<file path="config.mk">
export PLATFORM = sky130hd
export DESIGN_NAME = pwm_breather
export DESIGN_NICKNAME = d
export VERILOG_FILES = /design/src/rtl/pwm_breather_pkg.sv /design/src/rtl/sync_edge_detect.sv /design/src/rtl/pwm_breather.sv
export SDC_FILE = /design/constraint.sdc
export NUM_CORES = 1
export LEC_CHECK = 0
export ABC_CLOCK_PERIOD_IN_PS = 2940
export CAP_MARGIN = 10
export CORE_MARGIN = 2
export CORE_UTILIZATION = 55
export CTS_CLUSTER_DIAMETER = 60
export DETAILED_ROUTE_END_ITERATION = 12
export PLACE_DENSITY = 0.75
export SLEW_MARGIN = 20
export SYNTH_ARGS = -nofsm -noshare
export SYNTH_HDL_FRONTEND = slang
export SYNTH_SLANG_ARGS = --single-unit
</file>
<file path="constraint.sdc">
create_clock -name clk_in -period 2.94 [get_ports clk_in]
set_clock_uncertainty 0.2 [all_clocks]
set_input_delay 0.588 -clock clk_in [delete_from_list [all_inputs] [get_ports clk_in]]
set_output_delay 0.588 -clock clk_in [all_outputs]
set_load 0.01 [all_outputs]
</file>
<file path="src/rtl/pwm_breather_pkg.sv">
// pwm_breather_pkg
// Shared types for the LED breather: the 2-bit phase enum and the raw phase
// encodings reported on phase_out.
package pwm_breather_pkg;

  localparam logic [1:0] PHASE_RISE    = 2'd0;
  localparam logic [1:0] PHASE_HOLD_HI = 2'd1;
  localparam logic [1:0] PHASE_FALL    = 2'd2;
  localparam logic [1:0] PHASE_HOLD_LO = 2'd3;

  typedef enum logic [1:0] {
    RISE    = PHASE_RISE,
    HOLD_HI = PHASE_HOLD_HI,
    FALL    = PHASE_FALL,
    HOLD_LO = PHASE_HOLD_LO
  } phase_t;

endpackage

</file>
<file path="src/rtl/sync_edge_detect.sv">
// sync_edge_detect
// Two-flop synchronizer followed by a registered rising-edge detector.
// Turns an asynchronous slow clock (treated as data) into a one-cycle pulse,
// three clk_in edges after the input rises. Falling edges are ignored.
// Ports:
//   clk_in - sampling clock
//   rst    - synchronous active-high reset
//   din    - asynchronous input
//   pulse  - one-cycle pulse per rising edge of din
module sync_edge_detect (
  input  logic clk_in,
  input  logic rst,
  input  logic din,
  output logic pulse
);

  logic sync1;
  logic sync2;
  logic prev;

  always_ff @(posedge clk_in) begin
    if (rst) begin
      sync1 <= 1'b0;
      sync2 <= 1'b0;
      prev  <= 1'b0;
      pulse <= 1'b0;
    end else begin
      sync1 <= din;
      sync2 <= sync1;
      prev  <= sync2;
      pulse <= sync2 & ~prev;
    end
  end

endmodule

</file>
<file path="src/rtl/pwm_breather.sv">
// pwm_breather
// Breathing LED driver: PWM whose duty ramps up, holds, ramps down, holds and
// repeats. The divided slow clock only paces the ramp; it is synchronized and
// edge-detected, never used as a clock.
// Ports:
//   clk_in      - system clock, all logic on its rising edge
//   rst         - synchronous active-high reset
//   slow_clk_in - divided clock from the divider (asynchronous)
//   enable      - run/freeze; low freezes the ramp and forces the LED off
//   led_out     - registered PWM output
//   duty_out    - current (un-gamma'd) duty
//   phase_out   - ramp phase encoding
// Build option: define PWM_BREATHER_GAMMA_EN to latch (duty*duty)>>PWM_BITS
// into the PWM comparator instead of duty.
//
// state   | meaning
// RISE    | duty climbs by STEP per step pulse until it saturates at MAX
// HOLD_HI | duty at MAX, counting HOLD_TICKS step pulses
// FALL    | duty drops by STEP per step pulse until it reaches 0
// HOLD_LO | duty at 0, counting HOLD_TICKS step pulses
module pwm_breather
  import pwm_breather_pkg::*;
#(
  parameter int PWM_BITS   = 8,
  parameter int STEP       = 1,
  parameter int HOLD_TICKS = 16
) (
  input  logic                clk_in,
  input  logic                rst,
  input  logic                slow_clk_in,
  input  logic                enable,
  output logic                led_out,
  output logic [PWM_BITS-1:0] duty_out,
  output logic [1:0]          phase_out
);

  localparam int HW = $clog2(HOLD_TICKS + 1);
  // One extra bit on the saturation compares so duty+STEP never wraps.
  localparam logic [PWM_BITS:0]   MAX_W    = (PWM_BITS+1)'((1 << PWM_BITS) - 1);
  localparam logic [PWM_BITS:0]   STEP_W   = (PWM_BITS+1)'(STEP);
  localparam logic [PWM_BITS-1:0] MAX_D    = '1;
  localparam logic [PWM_BITS-1:0] CNT_LAST = PWM_BITS'((1 << PWM_BITS) - 2);
  localparam logic [HW-1:0]       HOLD_LIM = HW'(HOLD_TICKS);

  phase_t              state;
  phase_t              state_nxt;
  logic [PWM_BITS-1:0] duty;
  logic [PWM_BITS-1:0] duty_nxt;
  logic [HW-1:0]       hold_cnt;
  logic [HW-1:0]       hold_nxt;
  logic [HW-1:0]       hold_inc;
  logic [PWM_BITS:0]   duty_up;
  logic [PWM_BITS-1:0] pwm_cnt;
  logic [PWM_BITS-1:0] duty_lat;
  logic [PWM_BITS-1:0] lat_src;
  logic                led;
  logic                step;
  logic                advance;

  sync_edge_detect u_sync (
    .clk_in (clk_in),
    .rst    (rst),
    .din    (slow_clk_in),
    .pulse  (step)
  );

  // Steps arriving while disabled are dropped, not queued.
  assign advance  = step & enable;
  assign duty_up  = {1'b0, duty} + STEP_W;
  assign hold_inc = hold_cnt + HW'(1);

`ifdef PWM_BREATHER_GAMMA_EN
  logic [2*PWM_BITS-1:0] duty_sq;
  assign duty_sq = {{PWM_BITS{1'b0}}, duty} * {{PWM_BITS{1'b0}}, duty};
  assign lat_src = PWM_BITS'(duty_sq >> PWM_BITS);
`else
  assign lat_src = duty;
`endif

  // State register with its duty/hold datapath.
  always_ff @(posedge clk_in) begin
    if (rst) begin
      state    <= RISE;
      duty     <= '0;
      hold_cnt <= '0;
    end else begin
      state    <= state_nxt;
      duty     <= duty_nxt;
      hold_cnt <= hold_nxt;
    end
  end

  // Next-state logic.
  always_comb begin
    state_nxt = state;
    duty_nxt  = duty;
    hold_nxt  = hold_cnt;
    if (advance) begin
      case (state)
        RISE: begin
          if (duty_up >= MAX_W) begin
            duty_nxt  = MAX_D;
            hold_nxt  = '0;
            state_nxt = HOLD_HI;
          end else begin
            duty_nxt = duty_up[PWM_BITS-1:0];
          end
        end
        HOLD_HI: begin
          hold_nxt = hold_inc;
          if (hold_inc == HOLD_LIM) state_nxt = FALL;
        end
        FALL: begin
          if ({1'b0, duty} <= STEP_W) begin
            duty_nxt  = '0;
            hold_nxt  = '0;
            state_nxt = HOLD_LO;
          end else begin
            duty_nxt = duty - STEP_W[PWM_BITS-1:0];
          end
        end
        HOLD_LO: begin
          hold_nxt = hold_inc;
          if (hold_inc == HOLD_LIM) state_nxt = RISE;
        end
        default: state_nxt = RISE;
      endcase
    end
  end

  // Output logic.
  always_comb begin
    phase_out = state;
  end

  // PWM: period of MAX cycles; duty is sampled only at the wrap so a ramp
  // step never produces a runt or stretched pulse inside a period.
  always_ff @(posedge clk_in) begin
    if (rst) begin
      pwm_cnt  <= '0;
      duty_lat <= '0;
      led      <= 1'b0;
    end else if (!enable) begin
      pwm_cnt <= '0;
      led     <= 1'b0;
    end else begin
      led <= (pwm_cnt < duty_lat);
      if (pwm_cnt == CNT_LAST) begin
        pwm_cnt  <= '0;
        duty_lat <= lat_src;
      end else begin
        pwm_cnt <= pwm_cnt + PWM_BITS'(1);
      end
    end
  end

  assign led_out  = led;
  assign duty_out = duty;

endmodule

</file>
After elaboration in Yosys (flattened, before gate mapping) --
Cells that the tools add are included.
Word-level totals: bits in registers 36, input port bits 4, output and inout bits 11, word-level logic and storage cells 50
Operators by class: add/sub/neg operators 4, order comparisons 3, equal/unequal tests 9, muxes and demuxes 11, bitwise logic cells 4, reductions and logical operators 9
Operators with widths (count):
- 2-to-1 mux 8 bit | 2
- case mux 8 bit (2 select lines) | 1
- case mux 5 bit (3 select lines) | 1
- 2-to-1 mux 5 bit | 2
- adder 8 x 1 -> 9 bit (second input constant) | 1
- greater-or-equal comparator 9 x 8 -> 1 bit (second input constant) | 1
- adder 8 x 1 -> 8 bit (second input constant) | 1
- == test 8 bit (second input constant) | 1
- less-or-equal comparator 8 x 1 -> 1 bit (second input constant) | 1
- < comparator 8 bit | 1
- 2-to-1 mux 2 bit | 4
- inequality test 2 bit (second input constant) | 4
- case mux 2 bit (4 select lines) | 1
- subtractor 8 x 1 -> 8 bit (second input constant) | 1
- adder 5 x 1 -> 5 bit (second input constant) | 1
- == test 5 bit (second input constant) | 1
- AND reduction 5 bit | 1
- == test 2 bit (second input constant) | 2
- AND reduction 2 bit | 2
- OR reduction 2 bit | 2
- AND reduction 3 bit | 1
- OR reduction 3 bit | 1
- AND 1 bit | 2
- == test 2 x 1 -> 1 bit (second input constant) | 1
- other kinds (3) | 4

Depth between registers and ports, before layout --
depth after elaboration 4, gate-level depth with buffers 9, depth with buffers taken out 8

Hierarchy --
A second synthesis with hierarchy kept.
Second synthesis, totals: cell total of the unflattened synthesis 250, area total of the unflattened synthesis 2112.0 µm²
Modules (own cells, without submodules):
- pwm_breather | times used 1, cells each 242, area each 2000.7 µm², sequential area each 640.6 µm²
- sync_edge_detect | times used 1, cells each 8, area each 111.4 µm², sequential area each 80.1 µm²

Least setup slack after synthesis --
OpenSTA, ideal clock, no wires.
path kind reg-to-reg, from reg duty[1] (netlist: duty_out[1]), to reg hold_cnt[2], setup time 0.070 ns, arrival time 2.197 ns, required time 2.670 ns, slack 0.472 ns, stages on the path, launching flop included 9, buffers on the path 1, period minus slack after synthesis 2.468 ns, cells stage by stage dfxtp_1 buf_2 inv_1 ha_1 a21oi_1 a211o_1 o21a_1 or4_1 a21oi_1
On the way: longest elaborated chain between the ends 4, elaborated cells between the ends (all ways) 6, classes of those cells 1 x add/sub; 2 x order compare; 2 x eq/ne; 1 x reduce/logical
Ends and longest elaborated chain:
- start, declared | line pwm_breather.sv:47 | logic [PWM_BITS-1:0] duty;
- start signal, assigned | line pwm_breather.sv:88 | duty <= duty_nxt;
- adder 8 x 1 -> 9 bit | line pwm_breather.sv:69 | assign duty_up = {1'b0, duty} + STEP_W;
- greater-or-equal comparator 9 x 8 -> 1 bit | line pwm_breather.sv:101 | if (duty_up >= MAX_W) begin
- inequality test 2 bit (no line)
- AND reduction 3 bit (no line) (*)
- end signal, assigned | line pwm_breather.sv:89 | hold_cnt <= hold_nxt;
- end, declared | line pwm_breather.sv:49 | logic [HW-1:0] hold_cnt;
Every way passes the cells marked *; elsewhere a longest branch is shown, timed or not. A chain may end at the register's enable or synchronous reset.

Worst setup path after layout --
from reg duty[2] (netlist: duty_out[2]), to reg hold_cnt[2]
The elaborated chain is that of the path after synthesis.

==> qor.yml <==
logic_synthesis:
  async_reset_ff_frac: 0
  avgSynthCellArea_um2: 8.24
  synth_edf_count: 0
  synthTopCellsByArea: "dfxtp_1 32%, ha_1 10%, nor2_1 5.7%"
  synth.net_count: 292
  synth-seq-cells: 36
  syn_inst: 270
  synth_top_flop_cell: "dfxtp_1"
  netlist_area_um2: 2230
  synth.distinct_cells: 61
  yosysWarnings: 0
  synth_top_area_share: 0.324
  ys_seq_area_frac: 0.324
  synth_area_leader_cell: "dfxtp_1"
timing:
  setup_viol: 0
  slew_headroom: 0.622
  tns_ns: 0
  fin_crit_ns: 2.63
  hold_viol_final: 0
  finalCritPeriodShare: 0.893
  grt_setup_unrepaired: "false"
  maxSlewViolCount: 0
  worst_slew_pin_slew_ns: 0.566
  max_freq_ghz: 0.381
clock_tree:
  cts.clk_slew.worst_paths_ns: 0.07
  cts_max_path_buffers: 2
  root_buffer: "clkbuf_8"
  cts_max_level: 2
  clkSinkCount: 36
  postCtsSetupBuffers: 0
  cts_tree: "done"
  clock_latency_ns: 0.28
  holdBufCountCts: 0
  cts_inserted_buffers: 5
  cts_resized: 0
setup_path:
  crit_fanout: 18
  cp_slowest_cell: "dfxtp_1"
  crit_path_cell_trace: "nand3_1 -> or3_1 -> and2_1 -> o21a_1 -> or4_1 -> a21oi_1"
  worstSetupPathDepth: 6
  crit_buf_inv: 0
  crit_family: "simple AND/OR/NAND/NOR gates"
  rr_worst_depth: 6
  crit_path_end_kind: "flip-flop"
  crit_path_start_kind: "flip-flop"
  worstPathRequired_ns: 2.95
  critPathMaxStageDelay_ns: 0.66
  arrival_ns: 2.64
  critical_path_class: "flip-flop to flip-flop"
hold_path:
  min_path_type: "flip-flop to flip-flop"
  hold_depth: 1
final_layout:
  finish.utilization: 0.644
  multiInputGateArea_um2: 1380
  postLayoutCellArea_um2: 2540
  diodes: 0
  area_growth_pct: 14.1
  final_nets: 310
  mostFrequentLayoutCell: "dfxtp_1"
  seq_area_um2: 721
  drive_gt1_frac: 0.0903
  fillers: 344
  mostFrequentLayoutCells: "36 x dfxtp_1, 34 x nor2_1, 18 x a21oi_1, 18 x ha_1, 17 x o21ai_0"
global_routing:
  grt_pass1_wl_mm: 8.45
  grt_usage: 0.241
  antenna_found_initial: 0
  grt_pass1_vias: 1815
  grt_max_degree: 19
  gr-total-overflow: 0
power_and_ir_drop:
  p_leak_uw: 0.000939
  p_per_area_nw_per_um2: 366
  peakVddDrop_v: 0.000317
detailed_routing:
  wl_per_cell_um: 14.6
  drt_first_pass_iters: 4
  ant_nets: 0
  drt_iter0_markers: 125
  viasPerCell: 5.93
  num_vias: 2003
  drt-total-wl_mm: 4.93
  remaining_drc_errors: 0
die:
  dieArea_um2: 4570
  die_height_um: 67.6
  core-area_um2: 3940
  initial_core_util: 0.565
  ioPinCount: 15
  fp-row-count: 23
  die_w_um: 67.6
placed_design:
  dpl_cell_area_um2: 2440
  port_buffers: 14
  dp_hpwl_mm: 3.56
  gp_congestion: 0.914
flow_run:
  maxCapViolCount: 0
status:
  status: "finished, final reports clean"
## report_power, final
| part | switching (uW) | internal (uW) | total (uW) | leakage, uW |
|---|---|---|---|---|
| clock | 165 | 209 | 374 | 0.0000503 |
| sequential | 7.39 | 493 | 500 | 0.000291 |
| combinational | 31.2 | 24.7 | 55.9 | 0.000598 |
| total | 204 | 726 | 930 | 0.000939 |
## path summary, 6_finish.rpt
check,slack (ns),startpoint,end
worst max register to register,0.31,duty_out[2],hold_cnt[2]
worst max-delay path,0.31,duty_out[2],hold_cnt[2]
worst min-delay path,0.19,u_sync.prev,u_sync.pulse
worst min register to register,0.19,u_sync.prev,u_sync.pulse
## cell usage after synthesis (2+ instances only)
library cell  number
a211oi_1           6
a21o_1             2
a21oi_1           18
a31oi_1            2
and3_1             6
buf_2              3
clkbuf_1           8
dfxtp_1           36
ha_1              18
inv_1             16
mux2i_1            7
nand2_1            7
nand2b_1           5
nand3_1           15
nand4_1            4
nor2_1            34
nor2b_1            4
nor3_1             3
o21ai_0           17
o22ai_1            3
o31a_1             3
o31ai_1            3
or3_1              3
or4_1              4
xor2_1             7
## per-stage QoR
step           setup slack [ns]  std cells  hold slack, ns  total power, uW
2_1_floorplan             0.472        270           0.167              545
3_3_place_gp              0.408        331           0.170              566
3_5_place_dp              0.370        331           0.184              566
4_1_cts                   0.360        338           0.193              937
5_1_grt                   0.117        338           0.212              965
6_report                  0.315        338           0.188              930
## layer usage
| layer | track usage | up-vias | share of wire |
|---|---|---|---|
| li1 | - | 1005 | - |
| met1 | 0.332 | 934 | 0.47 |
| met3 | 0.0400 | 6 | 0.050 |
| met5 | 0 | - | 0 |
| met2 | 0.382 | 58 | 0.47 |
| met4 | 0.0740 | 0 | 0.0097 |
## sequential cells by signal (all words and copies together), names as in the netlist
register      cells
duty_lat          8
u_sync.pulse      1
hold_cnt          5
duty_out          8
led_out           1
pwm_cnt           8
u_sync.prev       1
u_sync.sync1      1
phase_out         2
u_sync.sync2      1
## layout make-up
type / instances / share of cell area
inverters: 16 / 0.0236
multi-input cells: 204 / 0.542
repair buffers: 25 / 0.0877
flip-flops and latches: 36 / 0.284
well taps: 50 / 0.0246
clock buffers: 7 / 0.0379
## logic make-up (layout without fill, tap and decap cells)
family / Yosys count / count (layout) / share of synthesized area
xor+xnor: 8 / 8 / 0.0315
compound gates: 70 / 70 / 0.203
mux: 7 / 7 / 0.0315
buf+inv: 30 / 48 / 0.0573
fa+ha+maj: 18 / 18 / 0.101
flops: 36 / 36 / 0.324
simple gates: 101 / 101 / 0.252
(Power assumes the default switching activity.)
